`config.mk`:
```
export PLATFORM = sky130hd
export DESIGN_NAME = instr_fetch_flat
export DESIGN_NICKNAME = d
export VERILOG_FILES = /design/src/rtl/instr_fetch_pkg.sv /design/src/rtl/instr_fetch_if.sv /design/src/rtl/instr_fetch_if_id_reg.sv /design/src/rtl/instr_fetch.sv /design/src/flat_wrapper.sv
export SDC_FILE = /design/constraint.sdc
export NUM_CORES = 1
export LEC_CHECK = 0
export CORE_ASPECT_RATIO = 1.5
export CORE_MARGIN = 5
export CORE_UTILIZATION = 25
export CTS_CLUSTER_SIZE = 24
export DETAILED_ROUTE_END_ITERATION = 10
export GPL_TIMING_DRIVEN = 0
export PLACE_DENSITY = 0.52
export SYNTH_ARGS = -nofsm -noshare
export SYNTH_HDL_FRONTEND = slang
export SYNTH_SLANG_ARGS = --single-unit
```
`constraint.sdc`:
```
create_clock -name clk -period 1.9 [get_ports clk]
set_input_delay 0.38 -clock clk [delete_from_list [all_inputs] [get_ports clk]]
set_output_delay 0.38 -clock clk [all_outputs]
set_load 0.005 [all_outputs]
```
`src/rtl/instr_fetch_pkg.sv`:
```
// Shared types and defaults for the instruction fetch stage.
package instr_fetch_pkg;

  typedef enum logic [1:0] {
    IDLE  = 2'd0,
    FETCH = 2'd1,
    HOLD  = 2'd2
  } if_state_e;

  localparam int          IW_DEF       = 16;
  localparam logic [15:0] NOP_WORD_DEF = 16'h0000;

endpackage

```
`src/rtl/instr_fetch_if.sv`:
```
// Instruction memory port: fetch stage is master, memory is slave.
interface instr_fetch_if
  import instr_fetch_pkg::*;
#(
  parameter int IW = IW_DEF
);
  logic          imem_req;
  logic [7:0]    imem_addr;
  logic          imem_ready;
  logic [IW-1:0] imem_data;

  modport master (output imem_req, output imem_addr,
                  input  imem_ready, input imem_data);
  modport slave  (input  imem_req, input imem_addr,
                  output imem_ready, output imem_data);
endinterface

```
`src/rtl/instr_fetch_if_id_reg.sv`:
```
// IF/ID pipeline register: instruction word, its PC and a valid flag.
// Flush inserts a bubble and wins over load; otherwise everything holds.
module if_id_reg #(
  parameter int            IW       = 16,
  parameter logic [IW-1:0] NOP_WORD = '0
) (
  input  logic          clk,
  input  logic          rst_n,
  input  logic          i_load,
  input  logic          i_flush,
  input  logic [7:0]    i_pc,
  input  logic [IW-1:0] i_ir,
  output logic [IW-1:0] o_ir,
  output logic          o_ir_valid,
  output logic [7:0]    o_pc_minus1
);

  logic [IW-1:0] r_ir;
  logic          r_ir_valid;
  logic [7:0]    r_pc_minus1;

  // Bubble on flush (PC of the held slot is kept), capture on load.
  always_ff @(posedge clk or negedge rst_n) begin
    if (!rst_n) begin
      r_ir        <= NOP_WORD;
      r_ir_valid  <= 1'b0;
      r_pc_minus1 <= 8'h00;
    end else if (i_flush) begin
      r_ir        <= NOP_WORD;
      r_ir_valid  <= 1'b0;
    end else if (i_load) begin
      r_ir        <= i_ir;
      r_ir_valid  <= 1'b1;
      r_pc_minus1 <= i_pc;
    end
  end

  assign o_ir        = r_ir;
  assign o_ir_valid  = r_ir_valid;
  assign o_pc_minus1 = r_pc_minus1;

endmodule

```
`src/rtl/instr_fetch.sv`:
```
// Instruction fetch stage: IDLE/FETCH/HOLD control, PC register and the
// IF/ID register. The next PC always comes from outside (no local +1).
module instr_fetch
  import instr_fetch_pkg::*;
#(
  parameter logic [7:0]    RESET_PC = 8'h00,
  parameter int            IW       = IW_DEF,
  parameter logic [IW-1:0] NOP_WORD = IW'(NOP_WORD_DEF)
) (
  input  logic             clk,
  input  logic             rst_n,
  input  logic [7:0]       pc_next,
  input  logic             redirect,
  input  logic             stall,
  instr_fetch_if.master    imem,
  output logic [7:0]       pc,
  output logic [7:0]       pc_minus1,
  output logic [IW-1:0]    ir,
  output logic             ir_valid
);

  if_state_e  r_state, w_state_nxt;
  logic [7:0] r_pc;
  logic       w_pc_load;
  logic       w_ir_load;
  logic       w_ir_flush;

  // State register; reset drops any access in flight.
  always_ff @(posedge clk or negedge rst_n) begin
    if (!rst_n) r_state <= IDLE;
    else        r_state <= w_state_nxt;
  end

  // Next state and register controls: redirect > stall > capture.
  always_comb begin
    w_state_nxt = r_state;
    w_pc_load   = 1'b0;
    w_ir_load   = 1'b0;
    w_ir_flush  = 1'b0;
    case (r_state)
      IDLE: w_state_nxt = FETCH;
      FETCH: begin
        if (redirect) begin
          w_pc_load  = 1'b1;
          w_ir_flush = 1'b1;
        end else if (stall) begin
          w_state_nxt = HOLD;
        end else if (imem.imem_ready) begin
          w_pc_load = 1'b1;
          w_ir_load = 1'b1;
        end
      end
      HOLD: begin
        if (redirect) begin
          w_pc_load   = 1'b1;
          w_ir_flush  = 1'b1;
          w_state_nxt = FETCH;
        end else if (!stall) begin
          w_state_nxt = FETCH;
        end
      end
      default: w_state_nxt = IDLE;
    endcase
  end

  // PC register: loads the externally selected next PC unchanged.
  always_ff @(posedge clk or negedge rst_n) begin
    if (!rst_n)         r_pc <= RESET_PC;
    else if (w_pc_load) r_pc <= pc_next;
  end

  if_id_reg #(
    .IW       (IW),
    .NOP_WORD (NOP_WORD)
  ) u_if_id_reg (
    .clk         (clk),
    .rst_n       (rst_n),
    .i_load      (w_ir_load),
    .i_flush     (w_ir_flush),
    .i_pc        (r_pc),
    .i_ir        (imem.imem_data),
    .o_ir        (ir),
    .o_ir_valid  (ir_valid),
    .o_pc_minus1 (pc_minus1)
  );

  assign imem.imem_req  = (r_state == FETCH);
  assign imem.imem_addr = r_pc;
  assign pc             = r_pc;

endmodule

```
`src/flat_wrapper.sv`:
```
// flat-port wrapper written by rule: the top's interface ports become plain ports
module instr_fetch_flat import instr_fetch_pkg::*;
#(
  parameter logic [7:0]    RESET_PC = 8'h00,
  parameter int            IW       = IW_DEF,
  parameter logic [IW-1:0] NOP_WORD = IW'(NOP_WORD_DEF)
)
  (clk, rst_n, pc_next, redirect, stall, pc, pc_minus1, ir, ir_valid, imem_imem_req, imem_imem_addr, imem_imem_ready, imem_imem_data);
  instr_fetch_if #(.IW(IW)) imem_i ();
  input  logic clk;
  input  logic rst_n;
  input  logic [7:0] pc_next;
  input  logic redirect;
  input  logic stall;
  output logic [7:0] pc;
  output logic [7:0] pc_minus1;
  output logic [IW-1:0] ir;
  output logic ir_valid;
  output wire logic [$bits(imem_i.imem_req)-1:0] imem_imem_req;
  output wire logic [$bits(imem_i.imem_addr)-1:0] imem_imem_addr;
  input wire logic [$bits(imem_i.imem_ready)-1:0] imem_imem_ready;
  input wire logic [$bits(imem_i.imem_data)-1:0] imem_imem_data;
  assign imem_imem_req = imem_i.imem_req;
  assign imem_imem_addr = imem_i.imem_addr;
  assign imem_i.imem_ready = imem_imem_ready;
  assign imem_i.imem_data = imem_imem_data;
  instr_fetch #(.RESET_PC(RESET_PC), .IW(IW), .NOP_WORD(NOP_WORD)) u_core (.clk(clk), .rst_n(rst_n), .pc_next(pc_next), .redirect(redirect), .stall(stall), .imem(imem_i), .pc(pc), .pc_minus1(pc_minus1), .ir(ir), .ir_valid(ir_valid));
endmodule
```
==> run summary, run 1 <==
#FFs+latches synth - 35
Critical Path RT - 2070 ps
cts-stage hold buffer count - 0
family with the most delay on the worst path - flip-flops
skew final - 8.00 ps
Overflow after GRT - 0
Area Growth Syn to Fin - 60.1%
endpoint type of the worst setup path - flop
library cells used by synthesis - 23
unrepaired setup endpoints after global routing - no
Syn Inst Count - 104
post-DP HPWL - 2960 µm
Setup violations, final - 0
min Tclk post-route - 1770 ps
first-pass GRT wire length - 6710 µm
Clock Sinks - 35
diode count - 0
Antenna Nets Post-Route - 0
max cap viols - 0
Residual DRC - 0
Syn. warnings - 0
critical path's largest stage delay - 450 ps
Skew-Pair Late Insertion Delay - 290 ps
status - completed
Worst-path clk slew - 80 ps
commonest non-fill, non-tap cell in the layout - clkdlybuf4s50_1
startpoint types - flop
crit share post-route - 93.1%
clock root buffer - clkbuf_8
most frequent cells in the layout - 67 x clkdlybuf4s50_1, 35 x dfrtp_1, 16 x a22o_1, 16 x mux2_2, 8 x buf_4
Fin. Hold Viols - 0
die area - 0.00770 mm²
CTS tree - done
Initial Utilization - 25.8%
Max Slew Vio Count - 0
Post-Syn Area - 0.00150 mm²
maximum clock rate - 0.565 GHz
initial antenna violation count - 0
worst endpoint data arrival time - 1940 ps
GPL Wtd Cong - 0.727
register area share after synthesis - 58.2%
top sig layer - met4
Inserted Clock Buffers - 5
syn avg cell area - 14.5 µm²
drt initial violations - 41
wire length per cell - 15.9 µm
Die H - 105 µm
design area - 0.00241 mm²
Worst Setup Path Type - flop to flop
Met1 Routed Length - 1630 µm
slew margin rel. - 47.5%
critical path's slowest cell - dfrtp_1
# nets final - 216
Routed met3 length - 369 µm
share of cells above drive strength 1 - 23.0%
GRT Overall Usage - 11.3%
DRT Wirelength - 4050 µm
core area - 0.00583 mm²
IO Port Bufs - 70
Syn Nets - 138
critical path cell sequence - inv_1 > ha_1 > a21boi_2 > buf_12 > mux2_2
vias in the first global route - 1,325
Critical Path Fanout Max - 8
HP Class - primary input to async pin
largest net degree at the start of global routing - 36
Layout Cells excl Fill - 255
Worst Tran Pin Value - 787 ps
Pleak - 1.06 nW
Power per Cell Area - 1470 mW/mm²
# IOs - 71
Pre-antenna DRT Iters - 2
vias - 1,163
Die W - 73.3 µm
total negative setup slack - 0 ps
Worst Path Buf+Inv - 2
VDD IR max - 0.000738 V
WL met2 - 1960 µm
Avg Vias per Cell - 4.56
htree depth - 2
dpl cells - 246
Placed Instance Area - 0.00229 mm²
maximum clock path buffer count - 2
Core Rows - 34
power by group:
part | switching (mW) | internal [mW] | total (mW)
logic | 0.562 | 1.18 | 1.74
clock network | 0.273 | 0.256 | 0.529
registers | 0.225 | 1.04 | 1.26
total | 1.06 | 2.47 | 3.53
per-layer routing:
layer	GRT usage, %	vias up
met5	0	-
met4	4.66	0
li1	-	524
met2	17.4	49
met3	5.00	7
met1	13.5	583
synthesized netlist by cell type (all sizes together):
master	number	area (µm²)
dfrtp	35	876
a22o	16	140
mux2	16	180
buf	12	98.8
ha	5	62.6
inv	3	11.3
a21oi	2	21.3
nand2	2	7.51
o21ai	2	10.0
a211o	1	10.0
a21boi	1	11.3
a221oi	1	8.76
and3b	1	8.76
and4bb	1	12.5
mux2i	1	10.0
nand3b	1	7.51
nor2	1	3.75
nor4b	1	8.76
o21a	1	7.51
o21bai	1	7.51
path summary, 6_finish.rpt:
kind / startpoint / endpoint / slack (ps) / depth (start not counted)
worst max-delay path: u_core.r_state[0] / u_core.imem.imem_addr[3] / 130 / 5
worst min-delay path: rst_n / u_core.u_if_id_reg.o_pc_minus1[4] / 170 / 1
worst max register to register: u_core.r_state[0] / u_core.imem.imem_addr[3] / 130 / 5
worst min register to register: u_core.u_if_id_reg.o_ir[13] / u_core.u_if_id_reg.o_ir[13] / 500 / 1
max in group asynchronous: rst_n / u_core.imem.imem_addr[0] / 1220 / 1
min in group clk: u_core.u_if_id_reg.o_ir[13] / u_core.u_if_id_reg.o_ir[13] / 500 / 1
area by class of cell:
cell class | count | area, µm²
timing repair buffer | 71 | 717
inverter | 3 | 11.3
buffer | 12 | 98.8
tap | 72 | 90.1
sequential | 35 | 876
clock buffer | 6 | 72.6
fill | 538 | 3420
multi-input combinational | 54 | 531
clock inverter | 2 | 12.5
cell families (layout without fill, tap and decap cells):
family	Yosys count	after routing	synth area share, %
AO/OA/AOI/OAI	25	25	14.4
adder cells (fa/ha/maj)	5	5	4.16
buffers and inverters	15	94	7.32
flip-flops	35	35	58.2
multiplexers	17	17	12.6
AND/OR/NAND/NOR	7	7	3.24
registers in the layout, indices dropped and copies added (netlist names):
name,cells
u_core.u_if_id_reg.o_ir,16
u_core.imem.imem_addr,8
u_core.u_if_id_reg.o_pc_minus1,8
u_core.r_state,2
u_core.u_if_id_reg.o_ir_valid,1
what timing repair did:
item / in CTS / in global routing
setup endpoints to repair: 9 / 1
buffers inserted: 1 / 0
resized for setup: 4 / 1
pin swaps: 1 / 0
per-stage QoR:
stage	utilization [%]	hold WS, ps	setup slack [ps]	power (mW)
CTS	41.3	196	97.8	3.59
floorplan	-	84.4	215	1.97
finish	41.3	170	130	3.53
global route	41.3	231	12.8	3.79
global placement	39.4	481	-333	2.94
detailed placement	39.3	485	-353	2.97
Note: power is estimated with default switching activity, not from simulation.
==> run 2: changes to the inputs <==
--- a/config.mk
+++ b/config.mk
@@ -5,6 +5,7 @@
 export SDC_FILE = /design/constraint.sdc
 export NUM_CORES = 1
 export LEC_CHECK = 0
+export CAP_MARGIN = 15
 export CORE_ASPECT_RATIO = 1.5
 export CORE_MARGIN = 5
 export CORE_UTILIZATION = 25
==> results of run 2 <==
No change in the layout: final DEF, timing and power equal those of run 1.
